[src/rtl/pc_fetch_pkg.sv]
// Shared definitions for the fetch stage: reset PC default, bubble
// instruction, RUN/HOLD state encoding and RV32I major opcodes.
package pc_fetch_pkg;

   localparam logic [31:0] DEFAULT_RESET_PC = 32'h0100_0000;
   localparam logic [31:0] NOP_INST         = 32'h0000_0013;  // addi x0, x0, 0

   typedef enum logic {
      RUN  = 1'b0,
      HOLD = 1'b1
   } fetch_state_t;

   localparam logic [6:0] OPC_LUI    = 7'b0110111;
   localparam logic [6:0] OPC_AUIPC  = 7'b0010111;
   localparam logic [6:0] OPC_JAL    = 7'b1101111;
   localparam logic [6:0] OPC_JALR   = 7'b1100111;
   localparam logic [6:0] OPC_BRANCH = 7'b1100011;
   localparam logic [6:0] OPC_LOAD   = 7'b0000011;
   localparam logic [6:0] OPC_STORE  = 7'b0100011;
   localparam logic [6:0] OPC_OP_IMM = 7'b0010011;
   localparam logic [6:0] OPC_OP     = 7'b0110011;
   localparam logic [6:0] OPC_FENCE  = 7'b0001111;
   localparam logic [6:0] OPC_SYSTEM = 7'b1110011;

endpackage

[src/rtl/pc_fetch_hold_buf.sv]
// fetch_hold_buf: single-entry hold register plus RUN/HOLD FSM.
// On the first stall cycle the presented instruction is captured and
// replayed until the stall is released; a redirect always returns to RUN.
module fetch_hold_buf
   import pc_fetch_pkg::*;
(
   input  logic        clk_i,
   input  logic        reset_i,
   input  logic        stall_i,
   input  logic        redirect_i,
   input  logic [31:0] inst_i,
   input  logic        valid_i,
   output logic [31:0] inst_o,
   output logic        valid_o
);

   fetch_state_t state_q, state_d;
   logic [31:0]  hold_inst_q, hold_inst_d;
   logic         hold_valid_q, hold_valid_d;

   // State and hold-register update
   always_ff @(posedge clk_i) begin
      if (reset_i) begin
         state_q      <= RUN;
         hold_inst_q  <= NOP_INST;
         hold_valid_q <= 1'b0;
      end else begin
         state_q      <= state_d;
         hold_inst_q  <= hold_inst_d;
         hold_valid_q <= hold_valid_d;
      end
   end

   // Next state: redirect wins, otherwise stall enters/keeps HOLD
   always_comb begin
      state_d      = state_q;
      hold_inst_d  = hold_inst_q;
      hold_valid_d = hold_valid_q;
      if (redirect_i) begin
         state_d = RUN;
      end else begin
         case (state_q)
            RUN: begin
               if (stall_i) begin
                  state_d      = HOLD;
                  hold_inst_d  = inst_i;
                  hold_valid_d = valid_i;
               end
            end
            HOLD: begin
               if (!stall_i) state_d = RUN;
            end
            default: state_d = RUN;
         endcase
      end
   end

   // Output select: live data in RUN, captured data in HOLD
   always_comb begin
      inst_o  = inst_i;
      valid_o = valid_i;
      if (state_q == HOLD) begin
         inst_o  = hold_inst_q;
         valid_o = hold_valid_q;
      end
   end

endmodule

[src/rtl/pc_fetch.sv]
// pc_fetch: fetch stage of the RV32I pipeline. Owns the PC, drives the
// 1-cycle-latency instruction memory and presents PC_f/inst_f/valid_f.
// Optional macro FETCH_PERF_CNT_EN adds instruction/bubble/redirect counters.
module pc_fetch
   import pc_fetch_pkg::*;
#(
   parameter logic [31:0] RESET_PC = DEFAULT_RESET_PC
) (
   input  logic        clk,
   input  logic        reset,
   input  logic        stall,
   input  logic        redirect,
   input  logic [31:0] redirect_pc,
   output logic [31:0] imem_addr,
   input  logic [31:0] imem_rdata,
   output logic [31:0] PC_f,
   output logic [31:0] inst_f,
   output logic        valid_f
`ifdef FETCH_PERF_CNT_EN
   ,
   output logic [31:0] perf_inst_cnt,
   output logic [31:0] perf_bubble_cnt,
   output logic [31:0] perf_redirect_cnt
`endif
);

   logic [31:0] pc_q, pc_d;
   logic [31:0] rsp_pc_q, rsp_pc_d;
   logic        rsp_valid_q, rsp_valid_d;
   logic [31:0] run_inst;

   // PC and response-tag registers
   always_ff @(posedge clk) begin
      if (reset) begin
         pc_q        <= RESET_PC;
         rsp_pc_q    <= '0;
         rsp_valid_q <= 1'b0;
      end else begin
         pc_q        <= pc_d;
         rsp_pc_q    <= rsp_pc_d;
         rsp_valid_q <= rsp_valid_d;
      end
   end

   // Address generation: redirect over stall over sequential advance
   always_comb begin
      pc_d        = pc_q;
      rsp_pc_d    = rsp_pc_q;
      rsp_valid_d = rsp_valid_q;
      if (redirect) begin
         pc_d        = redirect_pc & ~32'h3;
         rsp_valid_d = 1'b0;
      end else if (!stall) begin
         rsp_pc_d    = pc_q;
         rsp_valid_d = 1'b1;
         pc_d        = pc_q + 32'd4;
      end
   end

   // Live (RUN-state) instruction: returning data or a bubble
   always_comb begin
      run_inst = rsp_valid_q ? imem_rdata : NOP_INST;
   end

   fetch_hold_buf u_hold_buf (
      .clk_i      (clk),
      .reset_i    (reset),
      .stall_i    (stall),
      .redirect_i (redirect),
      .inst_i     (run_inst),
      .valid_i    (rsp_valid_q),
      .inst_o     (inst_f),
      .valid_o    (valid_f)
   );

   // rsp_pc is frozen while held, so one select serves both FSM states
   always_comb begin
      imem_addr = pc_q;
      PC_f      = valid_f ? rsp_pc_q : '0;
   end

`ifdef FETCH_PERF_CNT_EN
   logic [31:0] inst_cnt_q, bubble_cnt_q, redirect_cnt_q;

   // Performance counters, free-wrapping
   always_ff @(posedge clk) begin
      if (reset) begin
         inst_cnt_q     <= '0;
         bubble_cnt_q   <= '0;
         redirect_cnt_q <= '0;
      end else begin
         if (!stall &&  valid_f) inst_cnt_q     <= inst_cnt_q + 32'd1;
         if (!stall && !valid_f) bubble_cnt_q   <= bubble_cnt_q + 32'd1;
         if (redirect)           redirect_cnt_q <= redirect_cnt_q + 32'd1;
      end
   end

   assign perf_inst_cnt     = inst_cnt_q;
   assign perf_bubble_cnt   = bubble_cnt_q;
   assign perf_redirect_cnt = redirect_cnt_q;
`endif

endmodule

[config.mk]
export PLATFORM = sky130hd
export DESIGN_NAME = pc_fetch
export DESIGN_NICKNAME = d
export VERILOG_FILES = /design/src/rtl/pc_fetch_pkg.sv /design/src/rtl/pc_fetch_hold_buf.sv /design/src/rtl/pc_fetch.sv
export SDC_FILE = /design/constraint.sdc
export NUM_CORES = 1
export LEC_CHECK = 0
export CAP_MARGIN = 30
export CORE_MARGIN = 2
export CORE_UTILIZATION = 47
export CTS_BUF_LIST = sky130_fd_sc_hd__clkbuf_4 sky130_fd_sc_hd__clkbuf_8
export CTS_CLUSTER_DIAMETER = 30
export CTS_CLUSTER_SIZE = 12
export DETAILED_ROUTE_END_ITERATION = 16
export GPL_TIMING_DRIVEN = 0
export PLACE_DENSITY = 0.83
export SYNTH_ARGS = -nofsm -noshare
export SYNTH_HDL_FRONTEND = slang
export SYNTH_SLANG_ARGS = --single-unit
[constraint.sdc]
create_clock -name clk -period 2.8 [get_ports clk]
set_input_delay 0.42 -clock clk [delete_from_list [all_inputs] [get_ports clk]]
set_output_delay 0.42 -clock clk [all_outputs]
set_load 0.1 [all_outputs]
==> impl_metrics.tcl <==
set metrics [dict create \
    io_pins 165 \
    cpMostUsedCell "clkbuf_1" \
    post-route-util 0.691 \
    drive_gt1_frac 0.126 \
    wl_per_cell_um 15.5 \
    yosysSeqAreaShare 0.399 \
    clock_path_buffers 2 \
    path_cells "clkbuf_1, clkbuf_1, nand2_1, o21ai_1, clkdlybuf4s15_2" \
    cp-start-kind "flop" \
    fin_crit_sh 0.954 \
    critPathMaxFanout 10 \
    ir_worst_vdd_v 0.000293 \
    grt.total_usage 0.267 \
    syn_area_per_cell_um2 7.40 \
    skew_ns 0.00492 \
    yosysTopAreaCellShare 0.399 \
    rows 36 \
    syn-instance-count 644 \
    tightest_slew_ns 0.991 \
    async_reset_ff_frac 0 \
    status "finished clean" \
    crit_family "buffers and inverters" \
    max_freq_mhz 374 \
    antenna_found_initial 0 \
    numCtsBuffers 9 \
    fin_ws_ns 0.128 \
    crit_buf_inv 3 \
    fp.dieW_um 105 \
    area_delta_synth_final_pct 42.5 \
    antenna_cells 0 \
    fin_crit_ns 2.67 \
    synthTopCellsByArea "dfxtp_1 40%, nand2_1 13%, a21oi_1 6.9%" \
    nets 882 \
    htree_levels 3 \
    fillCellCount 848 \
    yosysTopAreaCell "dfxtp_1" \
    cts_tree "done" \
    relSlewSlack 0.337 \
    slowest_stage "clkdlybuf4s15_2" \
    ys_ff_latch 95 \
    drv_cap 0 \
    fin_setup_tns_ns 0 \
    clk_latency_ns 0.36 \
    dp_hpwl_um 10900 \
    arrival_ns 2.25 \
    dr.pass1.iters 5 \
    antenna_left 0 \
    power.leakage_nw 2.23 \
    grt_pass1_vias 5146 \
    core-area_um2 9820 \
    grt_pass1_wl_um 24400 \
    ys_warn_count 0 \
    synthFlopType "dfxtp_1" \
    root_buffer "clkbuf_8" \
    rsz0062_at_grt "false" \
    finalSetupViolations 0 \
    clk_pin_slew_worst_paths_ns 0.09 \
    grt_max_degree 15 \
    syn_area_um2 4760 \
    remaining_drc_errors 0 \
    end_kind "output port" \
    drv_slew 0 \
    initialDrtViolationCount 335 \
    io_buffers 156 \
    slowest_delay_ns 0.59 \
    hold_class "in -> reg" \
    vias_per_cell 5.53 \
    ys_types 45 \
    synth_edf_count 0 \
    required_ns 2.38 \
    power.density_nw_per_um2 478 \
    finalWirelength_um 14800 \
    routed-via-count 5258 \
    multi_input_area_um2 2530 \
    overflow 0 \
    finalHoldViolations 0 \
    place_ws_ns -0.392 \
    cts.sinks 95 \
    crit_type "reg -> out" \
    cts_setup_buffers 0 \
    regArea_um2 1900 \
    hold_buffers 0 \
    dieArea_um2 11000 \
    start_util 0.485 \
    die_y_um 105 \
    gp_congestion 0.860 \
]
==> flip-flops by register name, summed over array words and instances, names as in the netlist <==
signal,flops
u_hold_buf.hold_inst_q,32
imem_addr,30
rsp_pc_q,30
rsp_valid_q,1
u_hold_buf.hold_valid_q,1
u_hold_buf.state_q,1
==> worst paths after layout <==
path | startpoint | endpoint | slack [ns] | depth (start not counted)
worst max-delay path | rsp_valid_q$_SDFFE_PP0N_ | inst_f[26] | 0.13 | 5
worst min-delay path | reset | u_hold_buf.state_q$_SDFF_PP0_ | 0.43 | 3
worst max register to register | imem_addr[2]$_SDFFE_PP0P_ | imem_addr[14]$_SDFFE_PP0P_ | 0.38 | 6
worst min register to register | rsp_pc_q[28]$_SDFFE_PP0P_ | rsp_pc_q[28]$_SDFFE_PP0P_ | 0.45 | 2
==> worst min-delay path: stages <==
cell and delay, ns:
clkbuf_8 0.13, clkbuf_8 0.16, nor3b_1 0.05
==> Yosys cell counts, types with 3 or more instances <==
library cell and count:
nor4_1 4, clkbuf_1 43, xor2_1 3, nor3_1 6, buf_4 5, nand3b_1 4
o31a_1 7, nor2_1 28, o31ai_1 7, dfxtp_1 95, o21ai_0 42, nand2_1 168
nand2b_1 3, a211oi_1 8, nand4_1 8, a21oi_1 66, and4_1 3, or3_1 8
clkbuf_8 6, buf_1 3, xnor2_1 6, inv_1 7, a311oi_1 15, nor2b_1 31
or4_1 9, nand3_1 37
==> final cells by class <==
type | count | share of cell area
multi-input cells | 485 | 0.373
clock inverters | 3 | 0.00590
well taps | 133 | 0.0245
clock buffers | 13 | 0.0254
plain buffers | 58 | 0.0459
flip-flops and latches | 95 | 0.280
inverters | 8 | 0.00516
repair buffers | 156 | 0.240
==> report_power, final <==
| part | switching (W) | total (W) | internal, W |
|---|---|---|---|
| registers | 0.0000662 | 0.00147 | 0.00140 |
| clock network | 0.000457 | 0.000950 | 0.000494 |
| logic | 0.000585 | 0.000825 | 0.000240 |
==> stage by stage <==
| step | power, W | instance area [um^2] | instances | hold WS [ns] |
|---|---|---|---|---|
| 5_1_grt | 0.00336 | 6790 | 951 | 0.443 |
| 6_report | 0.00324 | 6790 | 951 | 0.432 |
| 4_1_cts | 0.00325 | 6790 | 951 | 0.421 |
| 2_1_floorplan | 0.00206 | 4770 | 647 | 0.428 |
| 3_3_place_gp | 0.00231 | 6500 | 936 | 0.437 |
| 3_5_place_dp | 0.00232 | 6500 | 936 | 0.444 |
==> layout by cell type, fill, tap and decap left out, types with 13 or more instances in the layout <==
cell	netlist	final
nor2b_1	31	31
nand3_1	37	37
clkdlybuf4s50_1	0	93
clkbuf_1	43	39
a311oi_1	15	15
clkbuf_8	6	18
a21oi_1	66	66
o21ai_1	0	29
nor2_1	28	28
dfxtp_1	95	94
nand2_1	168	168
o21ai_0	42	13
clkdlybuf4s15_2	0	60
==> per-layer routing <==
metal | wire length (um) | global-route usage
met1 | 6290 | 0.330
met2 | 6970 | 0.452
met3 | 1160 | 0.0568
met4 | 344 | 0.107
met5 | 0 | 0
==> what timing repair did <==
| item | in CTS | in global routing |
|---|---|---|
| endpoints found under the setup margin | 63 | 12 |
| endpoints found under the hold margin | 0 | 0 |
| resized for setup | 186 | 4 |
==> logic make-up (layout without fill, tap and decap cells) <==
group | after synthesis | count (layout) | synth area share
simple gates | 321 | 321 | 0.320
buf+inv | 67 | 238 | 0.0730
other cells | 1 | 4 | 0.000787
fa+ha+maj | 1 | 1 | 0.00263
mux | 2 | 2 | 0.00420
xor+xnor | 9 | 9 | 0.0165
compound gates | 148 | 148 | 0.183
flops | 95 | 95 | 0.399
Power figures use the tool's default switching activity.
